File: src/rtl/sd_cmd_sequencer.sv
`default_nettype none
// ============================================================================
// Module      : sd_cmd_sequencer
// Description : Register-bus master that issues one SD command, polls the
//               command interrupt status, reads the response and clears it.
// Revision    : 1.0 - initial release
// ============================================================================
module sd_cmd_sequencer #(
  parameter int CMD_W    = 16,
  parameter int POLL_GAP = 16,
  parameter int POLL_MAX = 4096
) (
  input  logic             clk,
  input  logic             rst,
  input  logic             req_valid,
  output logic             req_ready,
  input  logic [CMD_W-1:0] req_cmd,
  input  logic [31:0]      req_arg,
  input  logic             req_long,
  output logic             done,
  output logic [127:0]     resp,
  output logic [4:0]       status,
  output logic             timeout,
  output logic             we,
  output logic [6:0]       addr,
  output logic [7:0]       wdata,
  input  logic [7:0]       rdata
);

  localparam logic [6:0] c_addr_argument = 7'h00;
  localparam logic [6:0] c_addr_command  = 7'h04;
  localparam logic [6:0] c_addr_resp0    = 7'h08;
  localparam logic [6:0] c_addr_cmd_isr  = 7'h34;
  localparam int         c_gap_w         = $clog2(POLL_GAP + 1);
  localparam int         c_poll_w        = $clog2(POLL_MAX + 1);
  localparam logic [c_gap_w-1:0]  c_gap_last = c_gap_w'(POLL_GAP - 1);
  localparam logic [c_poll_w-1:0] c_poll_max = c_poll_w'(POLL_MAX);

  typedef enum logic [2:0] {
    S_IDLE      = 3'd0,
    S_WR_CMD    = 3'd1,
    S_WR_ARG    = 3'd2,
    S_POLL_WAIT = 3'd3,
    S_POLL_RD   = 3'd4,
    S_RD_RESP   = 3'd5,
    S_CLR_ISR   = 3'd6,
    S_DONE      = 3'd7
  } state_t;

  state_t              r_state,   w_state_n;
  logic [3:0]          r_idx,     w_idx_n;
  logic [c_gap_w-1:0]  r_gap,     w_gap_n;
  logic [c_poll_w-1:0] r_poll,    w_poll_n;
  logic [15:0]         r_cmd,     w_cmd_n;
  logic [31:0]         r_arg,     w_arg_n;
  logic                r_long,    w_long_n;
  logic                r_ready,   w_ready_n;
  logic                r_done,    w_done_n;
  logic [127:0]        r_resp,    w_resp_n;
  logic [4:0]          r_status,  w_status_n;
  logic                r_timeout, w_timeout_n;
  logic                r_we,      w_we_n;
  logic [6:0]          r_addr,    w_addr_n;
  logic [7:0]          r_wdata,   w_wdata_n;

  logic [15:0]         w_cmd_in;
  logic [3:0]          w_idx_inc;
  logic [c_poll_w-1:0] w_poll_inc;
  logic [4:0]          w_isr;
  logic                w_unused;

  assign w_idx_inc  = r_idx + 4'd1;
  assign w_poll_inc = r_poll + 1'b1;
  assign w_isr      = rdata[4:0];
  assign w_unused   = &{1'b0, rdata[7:5]};

  // Bus outputs are computed for the upcoming cycle and registered, so the
  // registered addr always names the byte being accessed in the current state.
  always_comb begin
    w_state_n   = r_state;
    w_idx_n     = r_idx;
    w_gap_n     = r_gap;
    w_poll_n    = r_poll;
    w_cmd_n     = r_cmd;
    w_arg_n     = r_arg;
    w_long_n    = r_long;
    w_done_n    = 1'b0;
    w_resp_n    = r_resp;
    w_status_n  = r_status;
    w_timeout_n = r_timeout;
    w_we_n      = 1'b0;
    w_addr_n    = 7'h00;
    w_wdata_n   = 8'h00;
    w_cmd_in    = '0;
    w_cmd_in[CMD_W-1:0] = req_cmd;

    case (r_state)
      S_IDLE: begin
        if (req_valid && r_ready) begin
          w_state_n   = S_WR_CMD;
          w_idx_n     = 4'd0;
          w_poll_n    = '0;
          w_cmd_n     = w_cmd_in;
          w_arg_n     = req_arg;
          w_long_n    = req_long;
          w_resp_n    = '0;
          w_status_n  = '0;
          w_timeout_n = 1'b0;
          w_we_n      = 1'b1;
          w_addr_n    = c_addr_command;
          w_wdata_n   = w_cmd_in[7:0];
        end
      end
      S_WR_CMD: begin
        w_we_n = 1'b1;
        if (r_idx == 4'd1) begin
          w_state_n = S_WR_ARG;
          w_idx_n   = 4'd0;
          w_addr_n  = c_addr_argument;
          w_wdata_n = r_arg[7:0];
        end else begin
          w_idx_n   = w_idx_inc;
          w_addr_n  = c_addr_command + 7'd1;
          w_wdata_n = r_cmd[15:8];
        end
      end
      S_WR_ARG: begin
        if (r_idx == 4'd3) begin
          w_state_n = S_POLL_WAIT;
          w_gap_n   = '0;
        end else begin
          w_we_n    = 1'b1;
          w_idx_n   = w_idx_inc;
          w_addr_n  = c_addr_argument + {5'd0, w_idx_inc[1:0]};
          w_wdata_n = r_arg[{w_idx_inc[1:0], 3'b000} +: 8];
        end
      end
      S_POLL_WAIT: begin
        if (r_gap == c_gap_last) begin
          w_state_n = S_POLL_RD;
          w_addr_n  = c_addr_cmd_isr;
        end else begin
          w_gap_n = r_gap + 1'b1;
        end
      end
      S_POLL_RD: begin
        w_status_n = w_isr;
        w_poll_n   = w_poll_inc;
        if (w_isr != 5'd0) begin
          w_state_n = S_RD_RESP;
          w_idx_n   = 4'd0;
          w_addr_n  = c_addr_resp0;
        end else if (w_poll_inc == c_poll_max) begin
          w_timeout_n = 1'b1;
          w_state_n   = S_CLR_ISR;
          w_we_n      = 1'b1;
          w_addr_n    = c_addr_cmd_isr;
        end else begin
          w_state_n = S_POLL_WAIT;
          w_gap_n   = '0;
        end
      end
      S_RD_RESP: begin
        w_resp_n[{r_idx, 3'b000} +: 8] = rdata;
        if (r_idx == (r_long ? 4'd15 : 4'd3)) begin
          w_state_n = S_CLR_ISR;
          w_we_n    = 1'b1;
          w_addr_n  = c_addr_cmd_isr;
        end else begin
          w_idx_n  = w_idx_inc;
          w_addr_n = c_addr_resp0 + {3'd0, w_idx_inc};
        end
      end
      S_CLR_ISR: begin
        w_state_n = S_DONE;
        w_done_n  = 1'b1;
      end
      S_DONE: begin
        w_state_n = S_IDLE;
      end
      default: begin
        w_state_n = S_IDLE;
      end
    endcase

    w_ready_n = (w_state_n == S_IDLE);
  end

  always_ff @(posedge clk) begin
    if (rst) begin
      r_state   <= S_IDLE;
      r_idx     <= 4'd0;
      r_gap     <= '0;
      r_poll    <= '0;
      r_cmd     <= 16'h0000;
      r_arg     <= 32'h0;
      r_long    <= 1'b0;
      r_ready   <= 1'b1;
      r_done    <= 1'b0;
      r_resp    <= '0;
      r_status  <= 5'd0;
      r_timeout <= 1'b0;
      r_we      <= 1'b0;
      r_addr    <= 7'h00;
      r_wdata   <= 8'h00;
    end else begin
      r_state   <= w_state_n;
      r_idx     <= w_idx_n;
      r_gap     <= w_gap_n;
      r_poll    <= w_poll_n;
      r_cmd     <= w_cmd_n;
      r_arg     <= w_arg_n;
      r_long    <= w_long_n;
      r_ready   <= w_ready_n;
      r_done    <= w_done_n;
      r_resp    <= w_resp_n;
      r_status  <= w_status_n;
      r_timeout <= w_timeout_n;
      r_we      <= w_we_n;
      r_addr    <= w_addr_n;
      r_wdata   <= w_wdata_n;
    end
  end

  assign req_ready = r_ready;
  assign done      = r_done;
  assign resp      = r_resp;
  assign status    = r_status;
  assign timeout   = r_timeout;
  assign we        = r_we;
  assign addr      = r_addr;
  assign wdata     = r_wdata;

endmodule
`default_nettype wire

File: config.mk
export PLATFORM = sky130hd
export DESIGN_NAME = sd_cmd_sequencer
export DESIGN_NICKNAME = d
export VERILOG_FILES = /design/src/rtl/sd_cmd_sequencer.sv
export SDC_FILE = /design/constraint.sdc
export NUM_CORES = 1
export LEC_CHECK = 0
export CORE_ASPECT_RATIO = 0.8
export CORE_MARGIN = 1.5
export CORE_UTILIZATION = 30
export DETAILED_ROUTE_END_ITERATION = 7
export HOLD_SLACK_MARGIN = 0.12
export SLEW_MARGIN = 20
export SYNTH_ARGS = -nofsm -noshare
export SYNTH_HDL_FRONTEND = slang
export SYNTH_SLANG_ARGS = --single-unit
File: constraint.sdc
create_clock -name clk -period 5.26 [get_ports clk]
set_input_delay 1.052 -clock clk [delete_from_list [all_inputs] [get_ports clk]]
set_output_delay 1.052 -clock clk [all_outputs]
set_load 0.02 [all_outputs]
==> results of run 1 <==
## critical path, stage by stage, from the launching register on
cell	delay (ns)
dfxtp_1	0.95
inv_1	0.15
ha_1	0.78
nand2_1	0.39
nor3_1	0.50
o21ai_0	0.19
a22oi_1	0.19
nor2_1	0.07
## worst min path at each step
stage / from / to
after floorplan: r_arg[16] / r_arg[16]
after global placement: r_arg[27] / r_arg[27]
after detailed placement: r_arg[31] / r_arg[31]
after CTS: r_arg[31] / r_arg[31]
after global routing: r_cmd[8] / r_cmd[8]
final: r_arg[31] / r_arg[31]
## kinds of logic (layout without fill, tap and decap cells)
family	Yosys count	after routing
simple gates	449	449
other cells	1	1
compound gates	292	292
flops	217	217
buf+inv	91	274
fa+ha+maj	7	7
mux	16	16
xor+xnor	6	6
## registers in the layout (all words and copies together), names as in the netlist
register   flops
timeout        1
we             1
done           1
r_idx          4
r_arg         32
status         5
wdata          8
resp         128
r_gap          5
req_ready      1
r_long         1
addr           6
r_state        3
r_cmd          8
r_poll        13
## report_power, final
group / switching (W) / total, W / internal [W]
sequential: 0.0000281 / 0.00170 / 0.00168
combinational: 0.000202 / 0.000316 / 0.000115
clock: 0.000691 / 0.00174 / 0.00105
## placed cells by master, fill, tap and decap left out, types with 7 or more instances in the layout
| master | instances |
|---|---|
| a22oi_1 | 79 |
| a31oi_1 | 13 |
| and2_1 | 11 |
| dfxtp_1 | 217 |
| nand2_1 | 167 |
| mux2i_1 | 7 |
| a32oi_1 | 8 |
| mux4_2 | 8 |
| o21ai_0 | 25 |
| buf_4 | 13 |
| and3_1 | 7 |
| inv_1 | 7 |
| a21oi_1 | 128 |
| a222oi_1 | 8 |
| nor2_1 | 135 |
| nand3b_1 | 9 |
| clkbuf_16 | 25 |
| clkdlybuf4s50_1 | 209 |
| ha_1 | 7 |
| nand3_1 | 63 |
| nor3_1 | 12 |
## final cells by class
cell class	count	area, um2
multi-input combinational	771	4320
fill	2993	17200
tap	377	472
clock inverter	9	105
inverter	7	26.3
timing repair buffer	224	2210
sequential	217	4340
clock buffer	34	719
## stage by stage
step	total power, W	setup slack, ns	hold slack [ns]	util
2_1_floorplan	0.00192	2.81	0.433	-
3_3_place_gp	0.00205	1.94	0.444	0.386
3_5_place_dp	0.00205	1.88	0.447	0.386
4_1_cts	0.00380	1.86	0.457	0.414
5_1_grt	0.00390	1.58	0.475	0.414
6_report	0.00376	1.87	0.455	0.414
## layer usage
metal | wire, um | track usage
met5 | 11 | 0
met4 | 476 | 0.0389
met3 | 2170 | 0.0403
met2 | 13100 | 0.278
met1 | 14200 | 0.269
==> results.json, run 1 <==
{
  "outcome": "finished clean",
  "post_cts_buffers": 0,
  "drtAntennaViolNets": 0,
  "yosysSeqAreaShare": 0.481,
  "die_h_um": 158,
  "cts_resized": 0,
  "critPathKind": "flop to flop",
  "rows": 56,
  "wl_um": 30000,
  "post-route-drc-count": 0,
  "cp-endpoint": "resp[119]",
  "power_density_nw_per_um2": 309,
  "fin_tns_setup_ns": 0,
  "hpwl_um": 20300,
  "fmax_ghz": 0.295,
  "io_pins": 212,
  "synth_edf_count": 0,
  "synth_seq_cells": 217,
  "async_reset_ff_frac": 0,
  "ys.flop_type": "dfxtp_1",
  "r2r-end": "resp[119]",
  "yosysMostFrequentCell": "dfxtp_1",
  "synthAdderAreaFrac": 0.00971,
  "htreeDepth": 1,
  "routedWlPerCell_um": 18.3,
  "firstDrtPassIters": 6,
  "start_util": 0.307,
  "worst_ir_drop_vdd_uv": 247,
  "vias_per_cell": 5.24,
  "grt_max_degree": 117,
  "setup_violations": 0,
  "antenna_found_initial": 1,
  "whs_path_depth": 2,
  "grt_pass1_wl_um": 45400,
  "tightest_slew_ns": 1.01,
  "skew_ns": 0.0137,
  "synth_top_family_by_area": "simple AND/OR/NAND/NOR gates",
  "synth_top_cell_area_share": 0.481,
  "track_usage": 0.184,
  "p_leak_nw": 4.14,
  "hold_viol": 0,
  "period_share": 0.645,
  "yosys-top-cells-count": "dfxtp_1 (217), nand2_1 (167), nor2_1 (135)",
  "insertedDiodeCount": 0,
  "fin_cells": 1639,
  "yosys-top-cells-area": "dfxtp_1 (48%), a21oi_1 (7.1%), nand2_1 (6.9%), a22oi_1 (6.6%), nor2_1 (5.6%)",
  "fin_nets": 1312,
  "cts_sinks": 217,
  "cp_max_fo": 23,
  "core_area_um2": 29400,
  "synthSimpleGateAreaFrac": 0.227,
  "drive_above_1_share": 0.0681,
  "fp.dieW_um": 197,
  "yosysUniqueCellTypes": 66,
  "syn_area_um2": 9020,
  "overflow": 0,
  "max_slew_margin": 0.327,
  "via_count": 8594,
  "port_buffers": 210,
  "place_inst": 1595,
  "hold_path.class": "flop to flop",
  "r2r_start": "r_idx[0]",
  "gp_congestion": 0.829,
  "synthMuxAreaShare": 0.0294,
  "clockBufferDepth": 3,
  "clk_pin_slew_ns": 0.06,
  "cts_buffers": 24,
  "cp.required_ns": 5.63,
  "drtIter0Drc": 609,
  "synth_xor_area_frac": 0.00582,
  "ys_warn_count": 0,
  "cts_tree": "yes",
  "grt_pass1_vias": 7798,
  "ff2ff_path_depth": 7,
  "place_area_um2": 11400,
  "slew_violations": 0,
  "cts_root_buffer": "clkbuf_16",
  "arrival_ns": 3.76,
  "clk_latency_ns": 0.52,
  "yosys.area.top_type": "dfxtp_1",
  "synth_cells": 1079,
  "fin_crit_ns": 3.39,
  "finalInstanceArea_um2": 12200,
  "critPathCaptureType": "flop",
  "rsz0062_at_grt": "no",
  "cap_violations": 0,
  "die_area_um2": 31100,
  "r2r_slack_ns": 1.87,
  "syn_area_per_cell_um2": 8.36,
  "areaGrowthSynthToFinish_pct": 35.2,
  "crit_path_start": "r_idx[0]",
  "syn-num-nets": 1146,
  "ctsHoldBuffers": 0,
  "synth_compound_area_frac": 0.205,
  "startpoint_type": "flop"
}
Power figures use the tool's default switching activity.
==> run 2: changes to the inputs <==
==> constraint.sdc (replaced) <==
create_clock -name clk -period 3.35 [get_ports clk]
set_input_delay 0.67 -clock clk [delete_from_list [all_inputs] [get_ports clk]]
set_output_delay 0.67 -clock clk [all_outputs]
set_load 0.02 [all_outputs]
==> results.json, run 2 (synthesis results as in run 1) <==
{
  "max_slew_margin": 0.376,
  "wl_um": 30100,
  "hold_viol": 0,
  "hold_path.class": "flop to flop",
  "drive_above_1_share": 0.0739,
  "post_cts_buffers": 0,
  "die_h_um": 158,
  "gp_congestion": 0.837,
  "via_count": 8672,
  "cpMostUsedCell": "nor2_1",
  "clk_latency_ns": 0.51,
  "largest_reg_flops": 128,
  "critPathCaptureType": "flop",
  "startpoint_type": "flop",
  "fin_tns_setup_ns": 0,
  "worstHoldStart": "r_arg[10]",
  "cp_max_fo": 13,
  "setup_violations": 0,
  "die_area_um2": 31100,
  "tightest_slew_ns": 0.932,
  "hold_ws_ns": 0.454,
  "routedWlPerCell_um": 18.2,
  "cts_root_buffer": "clkbuf_16",
  "track_usage": 0.187,
  "slew_violations": 0,
  "period_share": 0.851,
  "areaGrowthSynthToFinish_pct": 35.8,
  "skew_ns": 0.00669,
  "core_area_um2": 29400,
  "port_buffers": 210,
  "io_pins": 212,
  "power_density_nw_per_um2": 475,
  "cap_violations": 0,
  "start_util": 0.307,
  "final_common_cell": "dfxtp_1",
  "ff2ff_path_depth": 8,
  "path_buf_inv": 1,
  "htreeDepth": 1,
  "place_inst": 1606,
  "cts_resized": 0,
  "rows": 56,
  "vias_per_cell": 5.26,
  "fmax_ghz": 0.351,
  "critPathKind": "flop to flop",
  "insertedDiodeCount": 0,
  "crit_path_start": "r_idx[0]",
  "fp.dieW_um": 197,
  "layout_common_cells": "dfxtp_1 (217), clkdlybuf4s50_1 (209), nand2_1 (167), nor2_1 (135), a21oi_1 (128)",
  "hpwl_um": 20600,
  "antenna_found_initial": 0,
  "fin_cells": 1649,
  "outcome": "finished clean",
  "worst_ir_drop_vdd_uv": 307,
  "clk_pin_slew_ns": 0.06,
  "post-route-drc-count": 0,
  "critPathMaxStageDelay_ns": 0.59,
  "p_total_w": 0.00582,
  "cp.required_ns": 3.79,
  "r2r-end": "resp[127]",
  "grt_pass1_vias": 7955,
  "grt_pass1_wl_um": 46100,
  "cts_tree": "yes",
  "fin_crit_ns": 2.85,
  "crit_family": "simple AND/OR/NAND/NOR gates",
  "drtAntennaViolNets": 0,
  "worst_slack_ns": 0.498,
  "preCtsSetupSlack_ns": 0.588,
  "grt_max_degree": 126,
  "drtIter0Drc": 718,
  "fin_nets": 1322,
  "clockBufferDepth": 3,
  "arrival_ns": 3.30,
  "overflow": 0,
  "r2r_slack_ns": 0.50,
  "cts_sinks": 217,
  "whs_path_depth": 2,
  "crit_chain": "inv_1 -> ha_1 -> or4_4 -> o21ai_0 -> nand2_1 -> nor2_1 -> a22oi_1 -> nor2_1",
  "hold_end": "r_arg[10]",
  "r2r_start": "r_idx[0]",
  "cts_buffers": 24,
  "ctsHoldBuffers": 0,
  "cp_slowest_cell": "dfxtp_1",
  "p_leak_nw": 4.18,
  "rsz0062_at_grt": "no",
  "firstDrtPassIters": 5,
  "fill_cells": 2892
}
==> run 2: stage by stage <==
step,util,cell area (um2)
finish,0.416,12300
global route,0.416,12300
CTS,0.416,12300
detailed placement,0.389,11500
global placement,0.389,11500
floorplan,-,9020
==> run 2: worst register-to-register path, stage by stage, from the launching register on <==
cell     delay, ns
dfxtp_1       0.59
inv_1         0.11
ha_1          0.28
or4_4         0.47
o21ai_0       0.29
nand2_1       0.12
nor2_1        0.58
a22oi_1       0.22
nor2_1        0.13
==> run 2: per-layer routing <==
| metal | GRT usage | up-vias | part of all wire |
|---|---|---|---|
| met3 | 0.0373 | 42 | 0.067 |
| met5 | 0.0145 | - | 0.0019 |
| met2 | 0.276 | 286 | 0.42 |
| met4 | 0.0476 | 2 | 0.024 |
| met1 | 0.275 | 4167 | 0.48 |
| li1 | - | 4175 | - |
==> run 2: worst max path at each step <==
stage / cells after the start / end / slack (ns)
floorplan: 9 / resp[80] / 0.90
global placement: 8 / addr[4] / 0.58
detailed placement: 8 / resp[127] / 0.59
CTS: 8 / resp[127] / 0.55
global route: 8 / resp[25] / 0.22
finish: 8 / resp[127] / 0.50
==> run 2: cell type report <==
class / count / area, um2 / area share
Tap cell: 377 / 472 / 0.0385
Clock inverter: 7 / 66.3 / 0.00541
Timing Repair Buffer: 234 / 2300 / 0.187
Sequential cell: 217 / 4340 / 0.355
Clock buffer: 36 / 727 / 0.0593
Inverter: 7 / 26.3 / 0.00214
Multi-Input combinational cell: 771 / 4320 / 0.353
==> run 2: where the power goes <==
group          total [W]  switching [W]  leakage, nW  internal (W)
Combinational   0.000519       0.000332         2.03      0.000187
Sequential       0.00267      0.0000344         1.75       0.00263
Clock            0.00264        0.00106        0.392       0.00157
